### src/rtl/addsub_arb_pkg.sv
// Shared types and constants for the two-requester add/subtract share.
package addsub_arb_pkg;

    localparam int unsigned DATA_W = 16;
    localparam int unsigned FLAG_W = 3;

    localparam int unsigned FLAG_Z = 0;
    localparam int unsigned FLAG_V = 1;
    localparam int unsigned FLAG_N = 2;

    localparam logic [DATA_W-1:0] SAT_VALUE = 16'hFFFF;

    localparam logic REQ_ALU = 1'b0;
    localparam logic REQ_AGU = 1'b1;

    typedef struct packed {
        logic              id;
        logic [DATA_W-1:0] sum;
        logic [FLAG_W-1:0] flag;
    } rsp_t;

endpackage

### src/rtl/addsub_16bit.sv
// 16-bit saturating add/subtract built from four ripple nibble stages.
module addsub_16bit
    import addsub_arb_pkg::*;
(
    input  logic [DATA_W-1:0] a,
    input  logic [DATA_W-1:0] b,
    input  logic              sub,
    output logic [DATA_W-1:0] res_c,
    output logic [FLAG_W-1:0] flag_c
);

    localparam int unsigned NIB = DATA_W / 4;

    logic [DATA_W-1:0] b_eff;
    logic [DATA_W-1:0] raw;
    logic [NIB:0]      carry;
    logic              msb_cin;
    logic              ovf;

    // Overflow is the top nibble's carry into the MSB disagreeing with its carry out.
    always_comb begin
        b_eff    = sub ? ~b : b;
        raw      = '0;
        carry    = '0;
        carry[0] = sub;
        for (int i = 0; i < int'(NIB); i++) begin
            {carry[i+1], raw[4*i +: 4]} = 5'(a[4*i +: 4]) + 5'(b_eff[4*i +: 4]) + 5'(carry[i]);
        end
        msb_cin = a[DATA_W-1] ^ b_eff[DATA_W-1] ^ raw[DATA_W-1];
        ovf     = msb_cin ^ carry[NIB];
        res_c   = ovf ? SAT_VALUE : raw;
        flag_c         = '0;
        flag_c[FLAG_N] = res_c[DATA_W-1];
        flag_c[FLAG_V] = ovf;
        flag_c[FLAG_Z] = (res_c == '0);
    end

endmodule

### src/rtl/rr_arbiter_2.sv
// Two-way round-robin arbiter; grant is one-hot and already qualified by free.
module rr_arbiter_2
    import addsub_arb_pkg::*;
(
    input  logic       clk,
    input  logic       rst,
    input  logic [1:0] valid,
    input  logic       free,
    output logic [1:0] grant_c
);

    logic last_q;

    always_comb begin
        grant_c = '0;
        if (free) begin
            if (valid[0] && (!valid[1] || last_q == REQ_AGU)) begin
                grant_c[0] = 1'b1;
            end else if (valid[1]) begin
                grant_c[1] = 1'b1;
            end
        end
    end

    always_ff @(posedge clk) begin
        if (rst) begin
            last_q <= REQ_AGU;
        end else if (|grant_c) begin
            last_q <= grant_c[1];
        end
    end

endmodule

### src/rtl/addsub_share_arb.sv
// Shares one saturating add/sub between ALU and AGU with a registered response port.
// ADDSUB_ARB_FLAGREG_EN enables the architectural flag register driven by wflag.
module addsub_share_arb
    import addsub_arb_pkg::*;
#(
    parameter int unsigned CNT_W = 8
) (
    input  logic              clk,
    input  logic              rst,
    input  logic              req0_valid,
    output logic              req0_ready,
    input  logic [DATA_W-1:0] req0_a,
    input  logic [DATA_W-1:0] req0_b,
    input  logic              req0_sub,
    input  logic              req0_wflag,
    input  logic              req1_valid,
    output logic              req1_ready,
    input  logic [DATA_W-1:0] req1_a,
    input  logic [DATA_W-1:0] req1_b,
    input  logic              req1_sub,
    input  logic              req1_wflag,
    output logic              rsp_valid,
    input  logic              rsp_ready,
    output logic              rsp_id,
    output logic [DATA_W-1:0] rsp_sum,
    output logic [FLAG_W-1:0] rsp_flag,
    output logic [FLAG_W-1:0] flag_q,
    output logic [CNT_W-1:0]  sat_cnt
);

    logic              free_c;
    logic [1:0]        grant_c;
    logic              accept_c;
    logic              sel_c;
    logic [DATA_W-1:0] a_c;
    logic [DATA_W-1:0] b_c;
    logic              sub_c;
    logic [DATA_W-1:0] res_c;
    logic [FLAG_W-1:0] flag_c;

    rsp_t              rsp_q;
    logic              rsp_valid_q;
    logic [CNT_W-1:0]  sat_q;

    // Reset blocks new accepts so nothing is granted while rst is held.
    assign free_c = ~rst & (~rsp_valid_q | rsp_ready);

    rr_arbiter_2 u_arb (
        .clk     (clk),
        .rst     (rst),
        .valid   ({req1_valid, req0_valid}),
        .free    (free_c),
        .grant_c (grant_c)
    );

    assign req0_ready = grant_c[0];
    assign req1_ready = grant_c[1];
    assign accept_c   = |grant_c;
    assign sel_c      = grant_c[1];

    assign a_c   = sel_c ? req1_a   : req0_a;
    assign b_c   = sel_c ? req1_b   : req0_b;
    assign sub_c = sel_c ? req1_sub : req0_sub;

    addsub_16bit u_addsub (
        .a      (a_c),
        .b      (b_c),
        .sub    (sub_c),
        .res_c  (res_c),
        .flag_c (flag_c)
    );

    // Response register: overwritten on accept, drained by rsp_ready otherwise.
    always_ff @(posedge clk) begin
        if (rst) begin
            rsp_valid_q <= 1'b0;
            rsp_q       <= '0;
            sat_q       <= '0;
        end else begin
            if (accept_c) begin
                rsp_valid_q <= 1'b1;
                rsp_q       <= '{id: (sel_c ? REQ_AGU : REQ_ALU), sum: res_c, flag: flag_c};
            end else if (rsp_ready) begin
                rsp_valid_q <= 1'b0;
            end
            if (accept_c && flag_c[FLAG_V] && !(&sat_q)) begin
                sat_q <= sat_q + CNT_W'(1);
            end
        end
    end

    assign rsp_valid = rsp_valid_q;
    assign rsp_id    = rsp_q.id;
    assign rsp_sum   = rsp_q.sum;
    assign rsp_flag  = rsp_q.flag;
    assign sat_cnt   = sat_q;

`ifdef ADDSUB_ARB_FLAGREG_EN
    logic              wflag_c;
    logic [FLAG_W-1:0] flag_r;

    assign wflag_c = sel_c ? req1_wflag : req0_wflag;

    always_ff @(posedge clk) begin
        if (rst) begin
            flag_r <= '0;
        end else if (accept_c && wflag_c) begin
            flag_r <= flag_c;
        end
    end

    assign flag_q = flag_r;
`else
    logic wflag_unused;
    assign wflag_unused = ^{req0_wflag, req1_wflag};
    assign flag_q       = '0;
`endif

endmodule

### config.mk
export PLATFORM = sky130hd
export DESIGN_NAME = addsub_share_arb
export DESIGN_NICKNAME = d
export VERILOG_FILES = /design/src/rtl/addsub_arb_pkg.sv /design/src/rtl/addsub_16bit.sv /design/src/rtl/rr_arbiter_2.sv /design/src/rtl/addsub_share_arb.sv
export SDC_FILE = /design/constraint.sdc
export NUM_CORES = 1
export LEC_CHECK = 0
export CAP_MARGIN = 20
export CORE_AREA = 2 2 72 91
export DETAILED_ROUTE_END_ITERATION = 6
export DIE_AREA = 0 0 74 93
export PLACE_DENSITY = 0.91
export SLEW_MARGIN = 20
export SYNTH_ARGS = -nofsm -noshare
export SYNTH_HDL_FRONTEND = slang
export SYNTH_HIERARCHICAL = 1
export SYNTH_SLANG_ARGS = --single-unit
### constraint.sdc
create_clock -name clk -period 8.84 [get_ports clk]
set_clock_uncertainty 0.15 [all_clocks]
set_input_delay 1.768 -clock clk [delete_from_list [all_inputs] [get_ports clk]]
set_output_delay 1.768 -clock clk [all_outputs]
set_load 0.1 [all_outputs]
Word level (Yosys, flattened, before mapping):

Cells that the tools add are included.

* add/subtract/negate cells: 9
* muxes and demuxes: 12
* bitwise gates (word level): 8
* reductions and logical operators: 10

Operators by type and width (count)
* $mux W16: 4
* $add A4 B4 Y5: 4
* $add A5 B1 Y5: 4
* $logic_not A16 Y1: 1
* $not A16 Y16: 1
* $add A8 B1 Y8 const B: 1
* $reduce_and A8 Y1: 1
* $mux W1: 7
* $logic_and A1 B1 Y1: 3
* $xor A1 B1 Y1: 3
* $logic_not A1 Y1: 2
* $mux W2: 1
* $not A1 Y1: 2
* $reduce_bool A2 Y1: 1
* $reduce_or A2 Y1: 1
* $and A1 B1 Y1: 1
* $logic_or A1 B1 Y1: 1
* $or A1 B1 Y1: 1

* register bits: 30
* bits of input ports: 73
* output and inout port bits: 34
* logic and storage cells: 45

Longest topological paths before layout:

Gate-level depths: netlist of the first run.

* depth after elaboration: 17
* mapped depth: 34
* depth with buffers taken out: 30

Modules after synthesis:

The synthesis of the first run kept the hierarchy.

By module, submodules not included
* addsub_share_arb: times used 1, cells an instance 182, area each 1606.5 µm², sequential area each 580.6 µm²
* addsub_16bit: times used 1, cells an instance 117, area each 912.1 µm², sequential area each 0.0 µm²
* rr_arbiter_2: times used 1, cells an instance 8, area each 58.8 µm², sequential area each 20.0 µm²

Least setup slack after synthesis of the first run:

Ideal clock, no wire load.

* path kind: input to register
* start: input port rst
* end: register sat_q[2], in the netlist sat_cnt[2]
* setup time: 123 ps
* data arrival time: 9556 ps
* required time: 8567 ps
* path slack: -989 ps
* stages on the path: 34
* buffers on the path: 5
* cell sequence: buf_2 -> nor2b_1 -> nand2_1 -> a21oi_1 -> buf_4 -> buf_2 -> mux2_2 -> xor2_1 -> inv_1 -> fa_1 -> inv_1 -> a21o_1 -> a21oi_1 -> fa_1 -> fa_1 -> inv_1 -> a21o_1 -> a21oi_1 -> fa_1 -> fa_1 -> nor2b_1 -> o21ai_0 -> nand2b_1 -> fa_1 -> a21oi_1 -> or3_1 -> a21oi_1 -> a211oi_4 -> buf_6 -> inv_1 -> buf_4 -> o21ai_1 -> a211oi_1 -> mux2_1

* longest elaborated chain between the ends: 15
* elaborated cells between the ends (all ways): 22
* classes of those cells: add/sub: 8; mux: 5; bitwise: 6; reduce/logical: 3

Ends and longest elaborated chain
* from (decl): RTL line addsub_share_arb.sv:9 `input logic rst,`
* $not A1 Y1 (*): RTL line addsub_share_arb.sv:46 `assign free_c = ~rst & (~rsp_valid_q | rsp_ready);`
* $and A1 B1 Y1 (*): RTL line addsub_share_arb.sv:46
* via free_c: RTL line addsub_share_arb.sv:31 `logic free_c;`
* $mux W2 (*): RTL line rr_arbiter_2.sv:16 `if (free) begin`
* via req1_ready: RTL line addsub_share_arb.sv:17 `output logic req1_ready,`
* $mux W16 (*): RTL line addsub_share_arb.sv:62 `assign b_c = sel_c ? req1_b : req0_b;`
* via b_c[1]: RTL line addsub_share_arb.sv:36 `logic [DATA_W-1:0] b_c;`
* $not A16 Y16: RTL line addsub_16bit.sv:22 `b_eff = sub ? ~b : b;`
* $mux W16 (*): RTL line addsub_16bit.sv:22
* $add A4 B4 Y5 (*): RTL line addsub_16bit.sv:27 `{carry[i+1], raw[4*i +: 4]} = 5'(a[4*i +: 4]) + 5'(b_eff[4*i +: 4]) + 5'(carry[i]);`
* $add A5 B1 Y5 (*) (4 in a row): RTL line addsub_16bit.sv:27
* $xor A1 B1 Y1: RTL line addsub_16bit.sv:29 `msb_cin = a[DATA_W-1] ^ b_eff[DATA_W-1] ^ raw[DATA_W-1];`
* $xor A1 B1 Y1 (*): RTL line addsub_16bit.sv:30 `ovf = msb_cin ^ carry[NIB];`
* via u_addsub.ovf: RTL line addsub_16bit.sv:18 `logic ovf;`
* $logic_and A1 B1 Y1 (*) (2 in a row): RTL line addsub_share_arb.sv:86 `if (accept_c && flag_c[FLAG_V] && !(&sat_q)) begin`
* to (signal assigned): RTL line addsub_share_arb.sv:87 `sat_q <= sat_q + CNT_W'(1);`
* to (decl): RTL line addsub_share_arb.sv:43 `logic [CNT_W-1:0] sat_q;`

Mark *: on every way through the listed nets, which the timed path passes. The rest lies on a longest branch.
A chain may end at the register's enable or synchronous reset.

Final worst setup path of the first run:

* start: input port rsp_ready
* end: register sat_q[2], in the netlist sat_cnt[2]

* elaborated cells between the ends (all ways): 22
* classes of those cells: add/sub: 8; mux: 5; bitwise: 6; reduce/logical: 3

RTL lines
* from (decl): RTL line addsub_share_arb.sv:23 `input logic rsp_ready,`
* $or A1 B1 Y1 (*): RTL line addsub_share_arb.sv:46
* $and A1 B1 Y1 (*): RTL line addsub_share_arb.sv:46
* via free_c: RTL line addsub_share_arb.sv:31
* $mux W2 (*): RTL line rr_arbiter_2.sv:16
* $mux W1 (*): RTL line addsub_share_arb.sv:63 `assign sub_c = sel_c ? req1_sub : req0_sub;`
* via sub_c: RTL line addsub_share_arb.sv:37 `logic sub_c;`
* $mux W16: RTL line addsub_16bit.sv:22
* $add A4 B4 Y5: RTL line addsub_16bit.sv:27
* $add A5 B1 Y5 (4 in a row): RTL line addsub_16bit.sv:27
* $xor A1 B1 Y1: RTL line addsub_16bit.sv:29
* $xor A1 B1 Y1 (*): RTL line addsub_16bit.sv:30
* via flag_c[1]: RTL line addsub_share_arb.sv:39 `logic [FLAG_W-1:0] flag_c;`
* $logic_and A1 B1 Y1 (*) (2 in a row): RTL line addsub_share_arb.sv:86

Marks and branches as above.

==> summary.md, run 1 <==
| Metric | Value |
|---|---|
| Status | finished, final reports clean |
| Vias per std cell | just over 5 |
| Die area | around 7000 µm² |
| VDD IR max | around 0.07 mV |
| Reg2Reg Setup Slack | between 2 and 2.5 ns |
| Power, Total | roughly 660 µW |
| Pin count of the biggest net entering global routing | 37 |
| Clk_lat worst skew | 0.28 ns |
| Slew @ Worst Pin | roughly 1 ns |
| Core area | ~6000 µm² |
| Slew HR | around 33% |
| Top-area cell type share of the netlist area | 23.3% |
| Initial Util | between 40% and 50% |
| Crit path DAT | 8.40 ns |
| DR pass1 iterations | 4 |
| H-tree level count | 2 |
| Hold Path Class | register to register |
| R2R cell count | 30 |
| Setup violators final | 0 |
| Clock buffer depth | 2 |
| Max Slew Vio Count | 0 |
| First-pass GRT wire length | around 11 mm |
| Sink Count | 30 |
| Pwr dens | about 180 nW/µm² |
| Via count | between 2,000 and 3,000 |
| Number of port buffers | 101 |
| Leak pwr | ~1.5 nW |
| Logic pwr share | 59.8% |
| Post-Synthesis Cells | between 300 and 400 |
| Maximum clock frequency | 119 MHz |
| Worst slack, placed | -0.0171 ns |
| Dominant synthesized flop cell | dfxtp_1 |
| Die H | between 90 and 100 µm |
| Unrepaired setup endpoints after global routing | no |
| Layout cells sized above 1 | approximately 15% |
| Max Cap Viol | 0 |
| Rows | 32 |
| #FFs+latches synth | 30 |
| CP Capture Type | register |
| Final Critical Period | 8.38 ns |
| Clock Power Share | 15.9% |
| Max stage delay cell, worst path | clkdlybuf4s50_1 |
| Register area share after synthesis | roughly a quarter |
| Switching Fraction | roughly 46% |
| Wire length per cell | ~13 µm |
| Worst hold stages | 2 |
| Reg power frac | about a quarter |
| Max FO, Critical Path | 7 |
| GRT Util Overall | between 15 and 20% |
| Switch Pwr | between 300 and 400 µW |
| CP required | approximately 8.9 ns |
| Area of the multi-input gates | roughly 1800 µm² |
| Cell repeated most along the worst path | fa_1 |
| Synth cell count leaders | nand2_1, mux2_2, a21oi_1 |
| Ys async rst share | 0% |
| Die width | around 74 µm |
| Reg-to-reg endpoint | sat_cnt[2] |
| Area leader, netlist | dfxtp_1 |
| Syn Area/Cell | approximately 8.4 µm² |
| Dpl hpwl | 5.24 mm |
| Hold path startpoint | rsp_sum[11] |
| Filler cells | between 400 and 500 |
| Ports | ~110 |
| DRT Wirelength | between 6 and 7 mm |
| Initial DRC Count | 125 |
| Critical Path Source Type | primary input |
| Antenna Nets Post-Route | 0 |
| R2r startpoint | rsp_valid |
| Seq. cell area | approximately 600 µm² |
| Tcrit/Tclk final | 94.8% |
| CTS tree | built |
| Reg clk slew, reported paths | roughly 0.060 ns |
| Unique masters post-synth | between 40 and 50 |
| Antenna violations before repair | 0 |
| Final hold viol count | 0 |
| Final setup margin | around 0.46 ns |
| Critical path class | primary input to register |
| Netlist Area Pre-Place | around 2600 µm² |
| Most frequent cell after synthesis | nand2_1 |
| Endpoint, Worst Hold | rsp_sum[11] |
| DRC | 0 |
| Crit-path max cell delay | 0.45 ns |
| GP Congestion | approximately 0.93 |
| Synth Warn # | 6 |
| Number of global-route vias before repair | about 2,500 |
| Area growth syn-to-layout | 46.1% |
| Ant. Diodes | 0 |
| Post-synth EDFFs | 0 |
| CTS Root Cell | clkbuf_8 |
| # nets final | roughly 500 |
| Ranking of synthesized cells by area | dfxtp_1, mux2_2, nand2_1 |
| CTS Buf Count | 5 |
| Pint | ~350 µW |
| Grt ovf | 0 |
==> registers in the layout (all words and copies together), names as in the netlist <==
name	cells
rsp_id	1
rsp_valid	1
rsp_sum	16
u_arb/last_q	1
rsp_flag	3
sat_cnt	8
==> cells by family after synthesis <==
kind of cell,Yosys count,synth area share [%]
compound gates,58,14.4
xor+xnor,22,7.48
fa+ha+maj,20,11.7
buf+inv,36,7.57
flops,30,23.3
mux,39,16.9
other cells,1,0.145
simple gates,101,18.4
==> critical path: cells and delay by family <==
family,cells,cell delay (ns)
xor+xnor,1,0.20
fa+ha+maj,6,2.34
buf+inv,5,0.82
compound gates,11,1.49
simple gates,6,1.00
mux,2,0.78
==> power by group through the flow <==
| stage | logic (mW) | registers (mW) | clock network (mW) |
|---|---|---|---|
| 6_report | 0.395 | 0.160 | 0.105 |
| 5_1_grt | 0.426 | 0.162 | 0.114 |
| 4_1_cts | 0.390 | 0.160 | 0.107 |
| 3_5_place_dp | 0.388 | 0.163 | 0 |
| 3_3_place_gp | 0.380 | 0.163 | 0 |
| 2_1_floorplan | 0.187 | 0.269 | 0 |
==> routing by layer <==
| layer | track usage [%] | vias to the layer above | routed length [µm] |
|---|---|---|---|
| li1 | - | 1245 | - |
| met1 | 22.0 | 1134 | 2510 |
| met2 | 35.2 | 108 | 3400 |
| met3 | 3.66 | 18 | 381 |
| met4 | 7.58 | 0 | 170 |
| met5 | 0 | - | 0 |
==> cell usage in the layout, fill, tap and decap left out, types with 6 or more instances in the layout <==
cell type / synthesis / layout
nand2_1: 60 / 60
mux2_2: 33 / 33
buf_4: 7 / 10
inv_1: 17 / 17
xor2_1: 17 / 16
ha_1: 13 / 13
nor2b_1: 7 / 6
dfxtp_1: 30 / 30
a21oi_1: 31 / 29
nand2b_1: 7 / 7
fa_1: 7 / 6
nor2_1: 7 / 7
clkdlybuf4s50_1: 0 / 101
clkbuf_8: 0 / 6
==> through the flow <==
step                util (%)  hold WS [ns]  cell area [µm²]  setup TNS [ns]  cells
global route            62.3         0.325             3760               0    492
detailed placement      60.1         0.295             3630         -0.0284    483
global placement        60.1         0.290             3630               0    483
finish                  62.3         0.298             3760               0    492
floorplan                  -         0.387             2600               0    309
CTS                     61.5         0.301             3720               0    489
==> worst max-delay path by stage <==
stage / from / end / depth (start not counted)
after CTS: rsp_ready / sat_cnt[3] / 31
after floorplan: rst / sat_cnt[2] / 34
final: rsp_ready / sat_cnt[2] / 31
after global routing: rsp_ready / sat_cnt[5] / 31
after global placement: rsp_ready / sat_cnt[3] / 31
after detailed placement: rsp_ready / sat_cnt[3] / 31
==> area by class of cell <==
cell class / count / share of cell area [%]
multi-input combinational: 243 / 48.5
timing repair buffer: 111 / 28.8
sequential: 30 / 16.0
tap: 85 / 2.82
clock buffer: 6 / 2.19
inverter: 17 / 1.69
==> repair_timing <==
action                                  in CTS  in global routing
endpoints found under the setup margin       0                  7
setup buffers                                0                  3
hold endpoints to repair                     0                  0
gates resized for setup                      0                  6
hold buffers                                 0                  0
Note: power is estimated with default switching activity, not from simulation.
==> run 2, diff against run 1 <==
Settings changed: REMOVE_ABC_BUFFERS set to 1, SLEW_MARGIN 20 to not set.
==> summary.md, run 2 (synthesized netlist as in run 1, its figures left out) <==
| Metric | Value |
|---|---|
| Status | finished, final reports clean (unchanged) |
| Grt ovf | 0 (unchanged) |
| CP Capture Type | register (unchanged) |
| Initial DRC Count | 106 (was 125) |
| Max Cap Viol | 0 (unchanged) |
| Die H | 93 µm (unchanged) |
| DRC | 0 (unchanged) |
| Unrepaired setup endpoints after global routing | no (unchanged) |
| GRT Util Overall | 20.4% (was 19.5%) |
| Final Critical Period | 8.33 ns (was 8.38 ns) |
| Initial Util | 42.6% (unchanged) |
| Wire length per cell | 13.2 µm (was 13.1 µm) |
| Vias per std cell | 5.07 (was 5.09) |
| Leak pwr | 1.49 nW (about the same) |
| Antenna violations before repair | 0 (unchanged) |
| Pwr dens | 177 nW/µm² (was 175 nW/µm²) |
| Die width | 74 µm (unchanged) |
| Antenna Nets Post-Route | 0 (unchanged) |
| Max reg flops | 16 (unchanged) |
| Hold Path Class | register to register (unchanged) |
| Final setup margin | 0.506 ns (was 0.456 ns) |
| Critical Path Source Type | primary input (unchanged) |
| First-pass GRT wire length | 11.2 mm (was 10.8 mm) |
| Endpoint, Worst Hold | rsp_sum[15] (was rsp_sum[11]) |
| Final Core Density | 62.3% (about the same) |
| Layout cells sized above 1 | 15.0% (was 15.2%) |
| Dpl hpwl | 5.29 mm (was 5.24 mm) |
| Reg clk slew, reported paths | 0.07 ns (was 0.06 ns) |
| Number of global-route vias before repair | 2,528 (was 2,490) |
| Rows | 32 (unchanged) |
| Clock Power Share | 17.2% (was 15.9%) |
| Hold path startpoint | rsp_sum[15] (was rsp_sum[11]) |
| Max stage delay cell, worst path | clkdlybuf4s50_1 (unchanged) |
| Clk_lat worst skew | 0.29 ns (was 0.28 ns) |
| R2r startpoint | rsp_valid (unchanged) |
| Power, Total | 668 µW (was 661 µW) |
| Number of port buffers | 101 (unchanged) |
| Clock buffer depth | 2 (unchanged) |
| H-tree level count | 2 (unchanged) |
| Pin count of the biggest net entering global routing | 37 (unchanged) |
| Sink Count | 30 (unchanged) |
| TNS Setup | 0 ns (unchanged) |
| R2R cell count | 30 (unchanged) |
| Core area | 6050 µm² (unchanged) |
| # nets final | 500 (was 501) |
| CTS tree | built (unchanged) |
| CP required | 8.87 ns (was 8.86 ns) |
| Tcrit/Tclk final | 94.3% (was 94.8%) |
| Cell repeated most along the worst path | fa_1 (unchanged) |
| DRT Wirelength | 6.49 mm (was 6.46 mm) |
| Ant. Diodes | 0 (unchanged) |
| Reg power frac | 24.0% (was 24.3%) |
| CTS Root Cell | clkbuf_8 (unchanged) |
| Worst slack, placed | 0.0253 ns (was -0.0171 ns) |
| Max Slew Vio Count | 0 (unchanged) |
| Reg-to-reg endpoint | sat_cnt[3] (was sat_cnt[2]) |
| Crit-path max cell delay | 0.45 ns (about the same) |
| Finished Cell Area | 3770 µm² (was 3760 µm²) |
| CTS Buf Count | 5 (unchanged) |
| Worst hold stages | 2 (unchanged) |
| Critical path class | primary input to register (unchanged) |
| Leading cell type in the layout, fill and taps excluded | clkdlybuf4s50_1 (unchanged) |
| Maximum clock frequency | 120 MHz (was 119 MHz) |
| Die area | 6880 µm² (unchanged) |
| Ports | 107 (unchanged) |
| Via count | 2,501 (was 2,505) |
| Crit path DAT | 8.36 ns (was 8.40 ns) |
| Filler cells | 521 (was 493) |
| Setup violators final | 0 (unchanged) |
| Cell Area, Placed | 3640 µm² (was 3630 µm²) |
| GP Congestion | 0.854 (was 0.927) |
| Pint | 356 µW (was 355 µW) |
| Area growth syn-to-layout | 46.2% (was 46.1%) |
| Post-CTS Hold Buffers | 0 (unchanged) |
| Logic pwr share | 58.8% (was 59.8%) |
| Reg2Reg Setup Slack | 2.15 ns (was 2.13 ns) |
| VDD IR max | 0.0771 mV (was 0.0720 mV) |
| DR pass1 iterations | 4 (unchanged) |
| Max FO, Critical Path | 7 (unchanged) |
| Final hold viol count | 0 (unchanged) |
| Slew @ Worst Pin | 1.05 ns (was 1.00 ns) |
| Slew HR | 29.9% (was 33.0%) |
| Switching Fraction | 46.7% (was 46.3%) |
| Most frequent cells in the layout | clkdlybuf4s50_1, nand2_1, mux2_2 (unchanged) |
| Switch Pwr | 312 µW (was 306 µW) |
[run 2: worst max path at each step]
stage                     startpoint  depth (start not counted)  slack [ns]    endpoint
final                      rsp_ready                         31        0.51  sat_cnt[3]
after global placement     rsp_ready                         31        0.30  sat_cnt[2]
after CTS                  rsp_ready                         31        0.32  sat_cnt[3]
after detailed placement   rsp_ready                         31        0.03  sat_cnt[3]
after global routing       rsp_ready                         31        0.02  sat_cnt[5]
after floorplan            rsp_ready                         30       -2.62  sat_cnt[2]
[run 2: final cells by class]
| class | count | area (µm²) | area share [%] |
|---|---|---|---|
| multi-input combinational | 243 | 1820 | 48.3 |
| timing repair buffer | 110 | 1080 | 28.7 |
| sequential | 30 | 601 | 15.9 |
| tap | 85 | 106 | 2.82 |
| clock buffer | 6 | 82.6 | 2.19 |
| inverter | 17 | 63.8 | 1.69 |
| clock inverter | 2 | 12.5 | 0.332 |
[run 2: power groups by stage]
stage	Sequential, mW	Combinational [mW]	Clock, mW
6_report	0.160	0.393	0.115
5_1_grt	0.162	0.422	0.122
4_1_cts	0.160	0.390	0.117
3_5_place_dp	0.163	0.388	0
3_3_place_gp	0.162	0.378	0
2_1_floorplan	0.269	0.172	0
[run 2: routing by layer]
metal	track usage (%)	part of all wire, %
met4	8.79	3.4
met1	22.6	38
met2	36.9	54
met3	3.66	4.9
met5	0	0
[run 2: repair_timing]
item	CTS	global route
setup endpoints to repair	0	5
endpoints found under the hold margin	0	0
gates resized for setup	0	5
setup buffers	0	2
[run 2: metrics by stage]
step | hold WS [ns] | std cells
final | 0.302 | 493
after global routing | 0.330 | 493
after CTS | 0.303 | 491
after detailed placement | 0.296 | 483
after global placement | 0.289 | 482
after floorplan | 0.354 | 290
[run 2: worst max-delay path, delay by kind of cell]
family | cells | cell delay [ns]
buf+inv | 5 | 0.86
fa+ha+maj | 6 | 2.28
compound gates | 11 | 1.47
mux | 2 | 0.77
simple gates | 6 | 0.99
xor+xnor | 1 | 0.22
